--- src/rtl/if_fetch_unit_if.sv ---
// Instruction-memory read port shared by the fetch unit and the memory.
//   imem_req   : read request, held until imem_ack
//   imem_addr  : word address, stable while imem_req=1
//   imem_ack   : one-cycle completion pulse, may coincide with the request cycle
//   imem_rdata : instruction word, valid with imem_ack
interface if_fetch_unit_if;
    localparam int unsigned AW = 32;
    localparam int unsigned DW = 32;

    logic          imem_req;
    logic [AW-1:0] imem_addr;
    logic          imem_ack;
    logic [DW-1:0] imem_rdata;

    modport master (
        output imem_req,
        output imem_addr,
        input  imem_ack,
        input  imem_rdata
    );

    modport slave (
        input  imem_req,
        input  imem_addr,
        output imem_ack,
        output imem_rdata
    );
endinterface

--- src/rtl/if_fetch_unit.sv ---
// Instruction fetch unit: issues one-at-a-time reads to instruction memory,
// buffers returned words in a 2-entry FIFO and feeds the IF/ID register.
//   clk, rst        : clock, asynchronous active-high reset
//   stall           : decode hazard stall, IF/ID holds
//   redirect        : taken branch/jump, drops buffered and in-flight words
//   redirect_target : new fetch address on redirect
//   imem            : instruction-memory master port
//   instruction     : FIFO-head word
//   pc_plus4        : FIFO-head fetch address + 4
//   ifid_write      : IF/ID load enable (also pops the FIFO head)
//   ifid_flush      : IF/ID bubble request
module if_fetch_unit #(
    parameter logic [31:0] RESET_PC = 32'h0000_0000
) (
    input  logic                  clk,
    input  logic                  rst,
    input  logic                  stall,
    input  logic                  redirect,
    input  logic [31:0]           redirect_target,
    if_fetch_unit_if.master       imem,
    output logic [31:0]           instruction,
    output logic [31:0]           pc_plus4,
    output logic                  ifid_write,
    output logic                  ifid_flush
);
    localparam int unsigned XLEN  = 32;
    localparam int unsigned DEPTH = 2;
    localparam int unsigned CW    = 2;

    typedef enum logic [1:0] {
        ST_IDLE = 2'd0,
        ST_WAIT = 2'd1,
        ST_DROP = 2'd2
    } state_t;

    state_t            state_q, state_d;
    logic [CW-1:0]     count_q, count_d;
    logic [CW-1:0]     count_after_pop;
    logic [XLEN-1:0]   fetch_pc_q, fetch_pc_d;
    logic [XLEN-1:0]   req_addr_q, req_addr_d;
    logic [XLEN-1:0]   fetch_pc_inc;

    // FIFO stores the already-incremented address so the head feeds pc_plus4
    // directly and reads as 0 after reset.
    logic [XLEN-1:0]   fifo_word_q [DEPTH];
    logic [XLEN-1:0]   fifo_word_d [DEPTH];
    logic [XLEN-1:0]   fifo_pc4_q  [DEPTH];
    logic [XLEN-1:0]   fifo_pc4_d  [DEPTH];

    logic              req_c;
    logic [XLEN-1:0]   addr_c;
    logic              push_c;
    logic              pop_c;

    assign fetch_pc_inc = fetch_pc_q + XLEN'(4);

    // State register
    always_ff @(posedge clk or posedge rst) begin
        if (rst) begin
            state_q <= ST_IDLE;
        end else begin
            state_q <= state_d;
        end
    end

    // Next-state logic
    always_comb begin
        state_d = state_q;
        case (state_q)
            ST_IDLE: begin
                if (req_c && !imem.imem_ack) begin
                    state_d = ST_WAIT;
                end
            end
            ST_WAIT: begin
                if (imem.imem_ack) begin
                    state_d = ST_IDLE;
                end else if (redirect) begin
                    state_d = ST_DROP;
                end
            end
            ST_DROP: begin
                if (imem.imem_ack) begin
                    state_d = ST_IDLE;
                end
            end
            default: state_d = ST_IDLE;
        endcase
    end

    // FSM outputs: memory request, FIFO push, IF/ID controls
    always_comb begin
        req_c      = 1'b0;
        addr_c     = fetch_pc_q;
        push_c     = 1'b0;
        case (state_q)
            ST_IDLE: begin
                // Occupancy is the pre-pop count, so a full FIFO never
                // receives a push even if it is being drained this cycle.
                req_c  = (count_q < CW'(DEPTH)) && !redirect;
                addr_c = fetch_pc_q;
                push_c = req_c && imem.imem_ack;
            end
            ST_WAIT: begin
                req_c  = 1'b1;
                addr_c = req_addr_q;
                push_c = imem.imem_ack && !redirect;
            end
            ST_DROP: begin
                // Keep the stale request alive until memory completes it.
                req_c  = 1'b1;
                addr_c = req_addr_q;
            end
            default: ;
        endcase
        if (rst) begin
            req_c  = 1'b0;
            push_c = 1'b0;
        end
        pop_c      = !rst && (count_q != '0) && !stall && !redirect;
        ifid_write = pop_c;
        ifid_flush = rst || redirect || ((count_q == '0) && !stall);
    end

    assign imem.imem_req  = req_c;
    assign imem.imem_addr = addr_c;

    // Datapath next values: FIFO, count, fetch_pc, outstanding address
    always_comb begin
        fifo_word_d     = fifo_word_q;
        fifo_pc4_d      = fifo_pc4_q;
        count_d         = count_q;
        fetch_pc_d      = fetch_pc_q;
        req_addr_d      = req_addr_q;
        count_after_pop = count_q - CW'(pop_c);

        if (state_q == ST_IDLE && req_c && !imem.imem_ack) begin
            req_addr_d = fetch_pc_q;
        end

        if (redirect) begin
            count_d    = '0;
            fetch_pc_d = redirect_target;
        end else begin
            if (pop_c) begin
                fifo_word_d[0] = fifo_word_q[1];
                fifo_pc4_d[0]  = fifo_pc4_q[1];
            end
            if (push_c) begin
                fifo_word_d[count_after_pop[0]] = imem.imem_rdata;
                fifo_pc4_d[count_after_pop[0]]  = fetch_pc_inc;
                fetch_pc_d                      = fetch_pc_inc;
            end
            count_d = count_after_pop + CW'(push_c);
        end
    end

    // Datapath registers
    always_ff @(posedge clk or posedge rst) begin
        if (rst) begin
            count_q    <= '0;
            fetch_pc_q <= RESET_PC;
            req_addr_q <= RESET_PC;
            for (int i = 0; i < DEPTH; i++) begin
                fifo_word_q[i] <= '0;
                fifo_pc4_q[i]  <= '0;
            end
        end else begin
            count_q     <= count_d;
            fetch_pc_q  <= fetch_pc_d;
            req_addr_q  <= req_addr_d;
            fifo_word_q <= fifo_word_d;
            fifo_pc4_q  <= fifo_pc4_d;
        end
    end

    assign instruction = fifo_word_q[0];
    assign pc_plus4    = fifo_pc4_q[0];

endmodule
--- src/flat_wrapper.sv ---
// flat-port wrapper written by rule: the top's interface ports become plain ports
module if_fetch_unit_flat 
#(
    parameter logic [31:0] RESET_PC = 32'h0000_0000
)
  (clk, rst, stall, redirect, redirect_target, instruction, pc_plus4, ifid_write, ifid_flush, imem_imem_req, imem_imem_addr, imem_imem_ack, imem_imem_rdata);
  if_fetch_unit_if imem_i ();
  input  logic clk;
  input  logic rst;
  input  logic stall;
  input  logic redirect;
  input  logic [31:0] redirect_target;
  output logic [31:0] instruction;
  output logic [31:0] pc_plus4;
  output logic ifid_write;
  output logic ifid_flush;
  output wire logic [$bits(imem_i.imem_req)-1:0] imem_imem_req;
  output wire logic [$bits(imem_i.imem_addr)-1:0] imem_imem_addr;
  input wire logic [$bits(imem_i.imem_ack)-1:0] imem_imem_ack;
  input wire logic [$bits(imem_i.imem_rdata)-1:0] imem_imem_rdata;
  assign imem_imem_req = imem_i.imem_req;
  assign imem_imem_addr = imem_i.imem_addr;
  assign imem_i.imem_ack = imem_imem_ack;
  assign imem_i.imem_rdata = imem_imem_rdata;
  if_fetch_unit #(.RESET_PC(RESET_PC)) u_core (.clk(clk), .rst(rst), .stall(stall), .redirect(redirect), .redirect_target(redirect_target), .imem(imem_i), .instruction(instruction), .pc_plus4(pc_plus4), .ifid_write(ifid_write), .ifid_flush(ifid_flush));
endmodule
--- config.mk ---
export PLATFORM = sky130hd
export DESIGN_NAME = if_fetch_unit_flat
export DESIGN_NICKNAME = d
export VERILOG_FILES = /design/src/rtl/if_fetch_unit_if.sv /design/src/rtl/if_fetch_unit.sv /design/src/flat_wrapper.sv
export SDC_FILE = /design/constraint.sdc
export NUM_CORES = 1
export LEC_CHECK = 0
export ABC_AREA = 1
export BUFFER_PORTS_ARGS = -buffer_cell sky130_fd_sc_hd__buf_2
export CAP_MARGIN = 20
export CELL_PAD_IN_SITES_DETAIL_PLACEMENT = 0
export CELL_PAD_IN_SITES_GLOBAL_PLACEMENT = 1
export CORE_UTILIZATION = 38
export DETAILED_ROUTE_END_ITERATION = 12
export PLACE_DENSITY = 0.86
export RECOVER_POWER = 50
export SLEW_MARGIN = 0
export SYNTH_ARGS = -nofsm -noshare
export SYNTH_HDL_FRONTEND = slang
export SYNTH_SLANG_ARGS = --single-unit
--- constraint.sdc ---
create_clock -name clk -period 6 [get_ports clk]
set_clock_uncertainty 0.1 [all_clocks]
set_input_delay 0.3 -clock clk [delete_from_list [all_inputs] [get_ports clk]]
set_output_delay 0.3 -clock clk [all_outputs]
set_load 0.05 [all_outputs]
# Yosys cells after proc, flatten, opt, wreduce, memory -nomap -nowiden
# Cells that the tools add are included.
dict set report word_totals {
  ff_bits 196
  input_bits 69
  out_inout_bits 99
  elab_cells 68
}
dict set report classes {
  n_addsub 3
  n_lt_le_gt_ge 3
  n_eq_ne 5
  mux 23
  bitwise 2
  n_reduce_logical 24
}
# operator n
set ops {}
lappend ops {{32-bit 2-to-1 mux} 8}
lappend ops {{64-bit bitwise mux} 2}
lappend ops {{64-bit 2-to-1 mux} 2}
lappend ops {{32-bit by 3-bit adder with 32-bit output (second input constant)} 1}
lappend ops {{32-bit demux with 1-bit select} 1}
lappend ops {{1-bit logical AND} 11}
lappend ops {{2-bit 2-to-1 mux} 5}
lappend ops {{2-bit one-hot mux with 3 select lines} 1}
lappend ops {{1-bit logical NOT} 4}
lappend ops {{2-bit logical NOT} 2}
lappend ops {{1-bit one-hot mux with 2 select lines} 2}
lappend ops {{2-bit nonzero test} 2}
lappend ops {{3-bit != test (second input constant)} 1}
lappend ops {{3-bit AND reduction} 1}
lappend ops {{2-bit by 1-bit adder with 2-bit output} 1}
lappend ops {{2-bit by 1-bit == test with 1-bit output (second input constant)} 1}
lappend ops {{2-bit == test (second input constant)} 1}
lappend ops {{2-bit greater-or-equal comparator (second input constant)} 1}
lappend ops {{1-bit logical OR} 2}
lappend ops {{2-bit by 1-bit < comparator with 1-bit output (second input constant)} 1}
lappend ops {{2-bit < comparator (second input constant)} 1}
lappend ops {{1-bit 2-to-1 mux} 2}
lappend ops {{2-bit by 1-bit != test with 1-bit output (second input constant)} 1}
lappend ops {{2-bit != test (second input constant)} 1}
lappend ops {{other kinds (5)} 5}

# Logic depth before layout (Yosys ltp)
# Gate-level depths: netlist of run 1.
dict set report depth {
  ltp_word 12
  mapped_depth 13
  ltp_nobuf 11
}

# Worst setup path before layout of run 1
# No wires, ideal clock.
dict set report synth_timing {
  kind {input to register}
  from {input port rst}
  to {register u_core.req_addr_q[2]}
  setup_ns 0.121
  arrival_time_ns 5.896
  t_required_ns 5.779
  path_slack_ns -0.117
  path_stages 7
  path_buffers 1
  path_cell_list {inv_1 -> nand2_1 -> nor2_4 -> nand3_4 -> buf_6 -> nand2_1 -> o21ai_2}
}
dict set report synth_between {
  elab_chain_cells 3
}
# element line
set synth_rtl {}
lappend synth_rtl {{from (decl)} flat_wrapper.sv:9} ;# input logic rst;
lappend synth_rtl {{1-bit 2-to-1 mux} if_fetch_unit.sv:116} ;# if (rst) begin
lappend synth_rtl {{named net imem_imem_req} flat_wrapper.sv:17} ;# output wire logic [$bits(imem_i.imem_req)-1:0] imem_imem_req;
lappend synth_rtl {{1-bit logical AND (2 in a row)} if_fetch_unit.sv:137} ;# if (state_q == ST_IDLE && req_c && !imem.imem_ack) begin
lappend synth_rtl {{to (signal assigned)} if_fetch_unit.sv:171} ;# req_addr_q <= req_addr_d;
lappend synth_rtl {{to (decl)} if_fetch_unit.sv:40} ;# logic [XLEN-1:0] req_addr_q, req_addr_d;
# The timed path passes the listed nets, and every way through them passes these cells.
# A chain may end at the register's enable or synchronous reset.

# Worst setup path in the final report of run 1
dict set report layout_timing {
  from {input port redirect}
  to {register u_core.fetch_pc_q[21]}
}
dict set report layout_between {
  elab_chain_cells 6
  elab_cells_between_ends 8
  cone_classes {mux: 3; reduce/logical: 5}
}
# element line
set layout_rtl {}
lappend layout_rtl {{from (decl)} flat_wrapper.sv:11} ;# input logic redirect;
lappend layout_rtl {{1-bit logical NOT} {if_fetch_unit.sv:100, if_fetch_unit.sv:107}}
lappend layout_rtl {{1-bit logical AND} if_fetch_unit.sv:100} ;# req_c = (count_q < CW'(DEPTH)) && !redirect;
lappend layout_rtl {{1-bit logical AND} if_fetch_unit.sv:102} ;# push_c = req_c && imem.imem_ack;
lappend layout_rtl {{1-bit one-hot mux with 2 select lines} if_fetch_unit.sv:96} ;# case (state_q)
lappend layout_rtl {{1-bit 2-to-1 mux} if_fetch_unit.sv:116}
lappend layout_rtl {{2-bit nonzero test (no line)} n/a}
lappend layout_rtl {{to (signal assigned)} if_fetch_unit.sv:170} ;# fetch_pc_q <= fetch_pc_d;
lappend layout_rtl {{to (decl)} if_fetch_unit.sv:39} ;# logic [XLEN-1:0] fetch_pc_q, fetch_pc_d;
# Parallel ways exist; a longest one is shown, timed or not.

==> metrics.txt, run 1 <==
# TYPE chip_impl_metric gauge
chip_impl_info{name="status",value="finished with violations"} 1
chip_impl_info{name="violated_checks",value="max-capacitance violations, max-slew violations"} 1
chip_impl_metric{name="fp.dieArea",unit="mm2"} 0.0281
chip_impl_metric{name="power.internal",unit="mW"} 3.21
chip_impl_metric{name="core_area",unit="mm2"} 0.0270
chip_impl_metric{name="worst_skew_pair.late_latency",unit="ps"} 440
chip_impl_metric{name="ys_async_sr_fraction",unit="%"} 100
chip_impl_metric{name="dp_hpwl",unit="um"} 18200
chip_impl_metric{name="postPlaceCellArea",unit="mm2"} 0.0109
chip_impl_metric{name="floorplan.die.width",unit="um"} 168
chip_impl_metric{name="cts_inserted_buffers",unit=""} 17
chip_impl_metric{name="design.final.nets",unit=""} 1552
chip_impl_metric{name="drt_iter0_drc",unit=""} 605
chip_impl_metric{name="place.port_buffers",unit=""} 167
chip_impl_metric{name="power.static_leakage",unit="nW"} 6.12
chip_impl_metric{name="p_sw_share",unit="%"} 49.3
chip_impl_metric{name="ant_nets",unit=""} 0
chip_impl_info{name="timing.setup.critical_path_class",value="input pin to register"} 1
chip_impl_metric{name="cts_post_setup_buffers_inserted",unit=""} 0
chip_impl_metric{name="seq_power_share",unit="%"} 33.6
chip_impl_metric{name="dr_total_vias",unit=""} 8734
chip_impl_metric{name="antenna-diode-count",unit=""} 0
chip_impl_info{name="layout.cells.most_common_list",value="581 x sky130_fd_sc_hd__nand2_1, 196 x sky130_fd_sc_hd__dfrtp_1, 115 x sky130_fd_sc_hd__inv_1, 104 x sky130_fd_sc_hd__nand3_1, 102 x sky130_fd_sc_hd__buf_2"} 1
chip_impl_metric{name="cts_num_sinks",unit=""} 196
chip_impl_metric{name="wl",unit="um"} 26800
chip_impl_metric{name="finalWorstSetupSlack",unit="ps"} 2060
chip_impl_metric{name="ctsHtreeMaxLevel",unit=""} 4
chip_impl_metric{name="net-switching-power",unit="mW"} 3.12
chip_impl_metric{name="cts_resized",unit=""} 0
chip_impl_metric{name="timing.final.hold_violations",unit=""} 0
chip_impl_metric{name="relative_contribution_of_the_clock_network_to_total_power",unit="%"} 19.3
chip_impl_info{name="hold_class",value="input pin to register"} 1
chip_impl_metric{name="yosys.area.top_type_share",unit="%"} 47.0
chip_impl_metric{name="worstMarginPinSlew",unit="ps"} 2400
chip_impl_metric{name="drc_errors",unit=""} 0
chip_impl_metric{name="clk_transition_reported_paths",unit="ps"} 70
chip_impl_metric{name="syn_to_final_growth",unit="%"} 14.0
chip_impl_metric{name="gp_congestion",unit=""} 0.862
chip_impl_metric{name="postSynthAreaPerCell",unit="um2"} 7.66
chip_impl_metric{name="fin_crit_sh",unit="%"} 65.7
chip_impl_metric{name="wl_per_cell",unit="um"} 14.7
chip_impl_metric{name="count_of_hold_buffers_inserted_by_post_cts_repair",unit=""} 42
chip_impl_info{name="dominant_register_cell_in_the_synthesized_netlist",value="sky130_fd_sc_hd__dfrtp_1"} 1
chip_impl_info{name="tritoncts",value="built"} 1
chip_impl_metric{name="comb_power_share",unit="%"} 47.1
chip_impl_metric{name="timing.critical_path.fanout_max",unit=""} 53
chip_impl_metric{name="dpl_ws",unit="ps"} 2830
chip_impl_metric{name="synthCells",unit=""} 1363
chip_impl_metric{name="grt_pass1_wl",unit="um"} 44000
chip_impl_metric{name="synth_cell_type_count",unit=""} 34
chip_impl_metric{name="floorplan.rows",unit=""} 60
chip_impl_info{name="post_synthesis_cell_type_with_the_largest_combined_area",value="sky130_fd_sc_hd__dfrtp_1"} 1
chip_impl_info{name="ys_top_cells_by_area",value="sky130_fd_sc_hd__dfrtp_1 47%, sky130_fd_sc_hd__nand2_1 21%, sky130_fd_sc_hd__nand3_1 5.0%"} 1
chip_impl_metric{name="fin_util",unit="%"} 44.2
chip_impl_metric{name="number_of_max_cap_violations",unit=""} 1
chip_impl_metric{name="detailed_routing_iterations_pass_1",unit=""} 5
chip_impl_info{name="grt_setup_unrepaired",value="no"} 1
chip_impl_info{name="cp-start-kind",value="input pin"} 1
chip_impl_info{name="cts_root_buffer",value="sky130_fd_sc_hd__clkbuf_16"} 1
chip_impl_metric{name="data_arrival_at_the_endpoint_of_the_critical_path",unit="ps"} 4150
chip_impl_metric{name="synthesis.yosys.warnings",unit=""} 0
chip_impl_info{name="endpoint_kind",value="register"} 1
chip_impl_metric{name="syn_nets",unit=""} 1439
chip_impl_metric{name="grt_util_all_layers",unit="%"} 19.9
chip_impl_metric{name="synth_seq_cells",unit=""} 196
chip_impl_metric{name="finalCriticalPeriod",unit="ps"} 3940
chip_impl_metric{name="initial_cell_density_of_the_core",unit="%"} 38.7
chip_impl_metric{name="final-max-slew-violation-count",unit=""} 54
chip_impl_metric{name="final-setup-viol-count",unit=""} 0
chip_impl_metric{name="syn_area",unit="mm2"} 0.0104
chip_impl_metric{name="pwr_density_cell",unit="mW/mm2"} 532
chip_impl_metric{name="setup-tns-final",unit="ps"} 0
chip_impl_metric{name="synth_sequential_area_ratio",unit="%"} 47.0
chip_impl_metric{name="critical_path_required",unit="ps"} 6210
chip_impl_info{name="layout_commonest_cell",value="sky130_fd_sc_hd__nand2_1"} 1
chip_impl_metric{name="max_root_sink_buffers",unit=""} 2
chip_impl_metric{name="max-slew-margin-rel",unit="%"} -60.3
chip_impl_metric{name="largest_net_degree_at_the_start_of_global_routing",unit=""} 79
chip_impl_metric{name="dieHeight",unit="um"} 168
chip_impl_metric{name="max_clk_rate",unit="MHz"} 254
chip_impl_metric{name="synth-edff-count",unit=""} 0
chip_impl_metric{name="initial_antenna_violation_count",unit=""} 0
chip_impl_metric{name="pin_count",unit=""} 168
chip_impl_metric{name="design_power_total",unit="mW"} 6.34
chip_impl_metric{name="design_area",unit="mm2"} 0.0119
chip_impl_metric{name="via_count_of_the_first_global_routing_pass",unit=""} 8210
chip_impl_metric{name="vias_per_cell",unit=""} 4.77
chip_impl_metric{name="ir_drop",unit="V"} 0.000274
chip_impl_metric{name="grt_overflow",unit=""} 0
chip_impl_metric{name="final_layout_size_suffix_gt1_share",unit="%"} 13.2
[logic make-up after synthesis]
kind of cell / Yosys count / synth area share (%)
adders and majority gates: 7 / 0.839
and+or+nand+nor: 741 / 28.9
AOI/OAI and AO/OA: 156 / 9.19
buffers and inverters: 248 / 12.8
DFF: 196 / 47.0
xor gates and xnor gates: 15 / 1.33
[metal layers]
layer / GRT usage [%] / wire length [um] / up-vias
met5: 0 / 0 / -
met4: 5.58 / 385 / 0
met3: 2.88 / 1120 / 22
met2: 30.5 / 11900 / 219
met1: 29.1 / 13400 / 4078
li1: - / - / 4415
[power by group through the flow]
stage                     clock, mW  combinational (mW)  sequential [mW]
after floorplan                   0                2.75             2.06
after global placement            0                3.00             2.13
after detailed placement          0                3.03             2.15
after CTS                      1.25                3.07             2.12
after global routing           1.31                3.26             2.20
final                          1.22                2.99             2.13
[area by class of cell]
type	count	area (um2)
clock inverters	13	173
inverters	121	458
fillers	2746	15000
well taps	341	427
clock buffers	19	453
repair buffers	221	1280
multi-input cells	919	4210
flip-flops and latches	196	4900
[worst max-delay path: stages]
cell and delay [ps]:
sky130_fd_sc_hd__buf_2 80, sky130_fd_sc_hd__clkbuf_1 1700, sky130_fd_sc_hd__inv_1 890, sky130_fd_sc_hd__nand2_2 590
sky130_fd_sc_hd__inv_1 340, sky130_fd_sc_hd__nand2_1 130, sky130_fd_sc_hd__nand3_1 80
[path summary, 6_finish.rpt]
check                                    start                     to  slack [ps]  cells after the start
max in group asynchronous                  rst    u_core.pc_plus4[16]        3780                      5
min reg2reg                           register               register         370                      2
max                                   redirect  u_core.fetch_pc_q[21]        2060                      7
min in group asynchronous                  rst    u_core.pc_plus4[24]         120                      3
max reg2reg                  u_core.state_q[0]               register        2900                     11
min                        imem_imem_rdata[21]               register           8                      3
[Yosys cell counts, types with 2 or more instances]
cell type / count
sky130_fd_sc_hd__nand2_1: 581
sky130_fd_sc_hd__dfrtp_1: 196
sky130_fd_sc_hd__inv_1: 116
sky130_fd_sc_hd__nand3_1: 104
sky130_fd_sc_hd__buf_4: 69
sky130_fd_sc_hd__o21ai_1: 54
sky130_fd_sc_hd__o21ai_0: 48
sky130_fd_sc_hd__nor2_1: 39
sky130_fd_sc_hd__o21ai_2: 32
sky130_fd_sc_hd__buf_2: 30
sky130_fd_sc_hd__buf_6: 14
sky130_fd_sc_hd__clkbuf_1: 13
sky130_fd_sc_hd__xor2_1: 12
sky130_fd_sc_hd__o211ai_1: 11
sky130_fd_sc_hd__ha_1: 7
sky130_fd_sc_hd__nor2_4: 6
sky130_fd_sc_hd__inv_2: 5
sky130_fd_sc_hd__o21bai_1: 4
sky130_fd_sc_hd__a31oi_1: 2
sky130_fd_sc_hd__and2_1: 2
sky130_fd_sc_hd__nand2_2: 2
sky130_fd_sc_hd__nor2_2: 2
sky130_fd_sc_hd__o221ai_1: 2
sky130_fd_sc_hd__xnor2_1: 2
[per-stage QoR]
step	std cells	hold slack [ps]
after global placement	1754	354
after global routing	1830	1.09
final	1830	7.61
after floorplan	1363	317
after detailed placement	1754	359
after CTS	1828	0.295
Power figures use the tool's default switching activity.
==> run 2, diff against run 1 <==
Clock period 6 ns to 3.5 ns, I/O delays scaled along.
==> run 2 against run 1 <==
Effect of this change:
- the run still ends with max-capacitance violations, max-slew violations left
- non-clock buffer count grew 21
- power grew 71%
- critical path depth shrank 3
- clock-buffer cell count grew 6
- worst hold slack gained 72 ps
- first-iteration DRC count grew 24%
- combinational power grew 73%
- core utilization grew 0.71 points
- global-route usage grew 0.10 points
- cell count grew 1.1%
- flip-flop and latch count is the same
- via count grew 0.92%
- largest power group unchanged
==> metrics.txt, run 2 (synthesis results as in run 1) <==
# TYPE chip_impl_metric gauge
chip_impl_metric{name="final-setup-viol-count",unit=""} 0
chip_impl_metric{name="drc_errors",unit=""} 0
chip_impl_metric{name="antenna-diode-count",unit=""} 0
chip_impl_metric{name="grt_util_all_layers",unit="%"} 20.0
chip_impl_metric{name="syn_to_final_growth",unit="%"} 15.9
chip_impl_metric{name="multi_input_comb_area",unit="mm2"} 0.00421
chip_impl_metric{name="timing.critical_path.fanout_max",unit=""} 132
chip_impl_metric{name="data_arrival_at_the_endpoint_of_the_critical_path",unit="ps"} 2820
chip_impl_metric{name="timing.final.hold_violations",unit=""} 0
chip_impl_info{name="timing.setup.critical_path_class",value="input pin to asynchronous set/reset pin"} 1
chip_impl_metric{name="final-max-slew-violation-count",unit=""} 104
chip_impl_metric{name="floorplan.die.width",unit="um"} 168
chip_impl_metric{name="worstMarginPinSlew",unit="ps"} 1660
chip_impl_metric{name="initial_cell_density_of_the_core",unit="%"} 38.7
chip_impl_info{name="layout.cells.most_common_list",value="581 x sky130_fd_sc_hd__nand2_1, 196 x sky130_fd_sc_hd__dfrtp_1, 115 x sky130_fd_sc_hd__inv_1, 104 x sky130_fd_sc_hd__nand3_1, 101 x sky130_fd_sc_hd__buf_2"} 1
chip_impl_metric{name="hold_slack",unit="ps"} 79.5
chip_impl_metric{name="grt_pass1_wl",unit="um"} 44300
chip_impl_metric{name="via_count_of_the_first_global_routing_pass",unit=""} 8203
chip_impl_metric{name="clk_transition_reported_paths",unit="ps"} 70
chip_impl_info{name="critical_path.top_delay_family",value="buffers and inverters"} 1
chip_impl_metric{name="initial_antenna_violation_count",unit=""} 0
chip_impl_metric{name="core_area",unit="mm2"} 0.0270
chip_impl_metric{name="final_layout_size_suffix_gt1_share",unit="%"} 13.0
chip_impl_info{name="grt_setup_unrepaired",value="no"} 1
chip_impl_metric{name="cpPeakStageDelay",unit="ps"} 1170
chip_impl_metric{name="dr_total_vias",unit=""} 8814
chip_impl_metric{name="design.final.nets",unit=""} 1573
chip_impl_metric{name="worst_skew_pair.late_latency",unit="ps"} 430
chip_impl_metric{name="floorplan.rows",unit=""} 60
chip_impl_metric{name="ir_drop",unit="V"} 0.000555
chip_impl_metric{name="max_clk_rate",unit="MHz"} 386
chip_impl_metric{name="power.static_leakage",unit="nW"} 6.20
chip_impl_metric{name="wl",unit="um"} 27300
chip_impl_metric{name="detailed_routing_iterations_pass_1",unit=""} 5
chip_impl_info{name="status",value="finished with violations"} 1
chip_impl_metric{name="fp.dieArea",unit="mm2"} 0.0281
chip_impl_metric{name="critical_path_required",unit="ps"} 3730
chip_impl_metric{name="gp_congestion",unit=""} 0.906
chip_impl_metric{name="wl_per_cell",unit="um"} 14.8
chip_impl_info{name="hold_class",value="input pin to register"} 1
chip_impl_info{name="cp-start-kind",value="input pin"} 1
chip_impl_info{name="violated_checks",value="max-capacitance violations, max-slew violations"} 1
chip_impl_metric{name="cp.buffers_inverters",unit=""} 4
chip_impl_metric{name="pin_count",unit=""} 168
chip_impl_metric{name="finalCriticalPeriod",unit="ps"} 2590
chip_impl_info{name="slowest_stage",value="sky130_fd_sc_hd__clkbuf_2"} 1
chip_impl_metric{name="cts_num_sinks",unit=""} 196
chip_impl_metric{name="setup.reg_to_reg.worst_slack",unit="ps"} 1020
chip_impl_info{name="layout_commonest_cell",value="sky130_fd_sc_hd__nand2_1"} 1
chip_impl_metric{name="dieHeight",unit="um"} 168
chip_impl_metric{name="max-slew-margin-rel",unit="%"} -10.5
chip_impl_metric{name="pwr_density_cell",unit="mW/mm2"} 896
chip_impl_metric{name="filler_cell_count",unit=""} 2717
chip_impl_metric{name="fin_crit_sh",unit="%"} 74.0
chip_impl_metric{name="vias_per_cell",unit=""} 4.76
chip_impl_metric{name="place.port_buffers",unit=""} 167
chip_impl_info{name="endpoint_kind",value="asynchronous set/reset pin"} 1
chip_impl_info{name="cts_root_buffer",value="sky130_fd_sc_hd__clkbuf_16"} 1
chip_impl_metric{name="ant_nets",unit=""} 0
chip_impl_metric{name="dp_hpwl",unit="um"} 17900
chip_impl_metric{name="largest_net_degree_at_the_start_of_global_routing",unit=""} 133
chip_impl_metric{name="layout.area.seq",unit="mm2"} 0.00490
chip_impl_metric{name="cts_inserted_buffers",unit=""} 17
chip_impl_metric{name="max_root_sink_buffers",unit=""} 2
chip_impl_metric{name="grt_overflow",unit=""} 0
chip_impl_info{name="cells_along_the_critical_path",value="clkbuf_1, clkinvlp_4, clkbuf_2, buf_6"} 1
chip_impl_metric{name="fin_util",unit="%"} 44.9
chip_impl_info{name="tritoncts",value="built"} 1
chip_impl_metric{name="number_of_max_cap_violations",unit=""} 2
chip_impl_metric{name="drt_iter0_drc",unit=""} 748
chip_impl_metric{name="ctsHtreeMaxLevel",unit=""} 4
==> run 2: stage by stage <==
step / setup slack [ps] / instance area, um2 / std cells / power [mW] / TNS (ps)
floorplan: -682 / 10400 / 1363 / 8.24 / -22010
global placement: 1050 / 10900 / 1755 / 8.81 / 0
detailed placement: 963 / 10900 / 1755 / 8.89 / 0
CTS: 946 / 12200 / 1851 / 11.0 / 0
global route: 452 / 12100 / 1851 / 11.6 / 0
finish: 911 / 12100 / 1851 / 10.8 / 0
==> run 2: power breakdown <==
| part | switching, mW | internal, mW | total, mW |
|---|---|---|---|
| sequential | 0.515 | 3.12 | 3.64 |
| combinational | 3.94 | 1.23 | 5.16 |
| clock | 0.869 | 1.17 | 2.04 |
| total | 5.32 | 5.52 | 10.8 |
==> run 2: final timing paths <==
path,startpoint,endpoint,depth (start not counted)
worst min register to register,register,register,2
worst max register to register,u_core.state_q[1],u_core.req_addr_q[3],9
worst max-delay path,rst,asynchronous set/reset pin,4
max in group clk,u_core.state_q[1],imem_imem_addr[11],6
worst min-delay path,imem_imem_ack,u_core.state_q[1],4
min in group asynchronous,rst,u_core.pc_plus4[25],3
==> run 2: worst register-to-register path: stages (launching register included) <==
cell                       delay (ps)
sky130_fd_sc_hd__dfrtp_1          410
sky130_fd_sc_hd__inv_1            100
sky130_fd_sc_hd__ha_2             230
sky130_fd_sc_hd__nand2_1          100
sky130_fd_sc_hd__o21bai_2         130
sky130_fd_sc_hd__nand2_1          110
sky130_fd_sc_hd__nor2_4           120
sky130_fd_sc_hd__nand3_4          620
sky130_fd_sc_hd__nand2_1          340
sky130_fd_sc_hd__o21ai_2           80
==> run 2: timing repair <==
action | in CTS | in global routing
resized for setup | 0 | 0
hold buffers | 64 | 0
setup buffers | 0 | 0
setup endpoints to repair | 0 | 0
hold endpoints to repair | 96 | 0
==> run 2: area by class of cell <==
| type | count | area share [%] |
|---|---|---|
| inverter | 121 | 3.79 |
| clock inverter | 7 | 0.776 |
| tap | 341 | 3.53 |
| timing repair buffer | 242 | 12.3 |
| clock buffer | 25 | 4.26 |
| sequential | 196 | 40.5 |
| multi-input combinational | 919 | 34.8 |
==> run 2: routing by layer <==
layer / track usage (%) / part of all wire, % / up-vias
li1: - / - / 4461
met1: 30.1 / 51 / 4108
met5: 0 / 0 / -
met2: 29.7 / 44 / 232
met3: 3.64 / 4.8 / 13
met4: 4.07 / 0.82 / 0
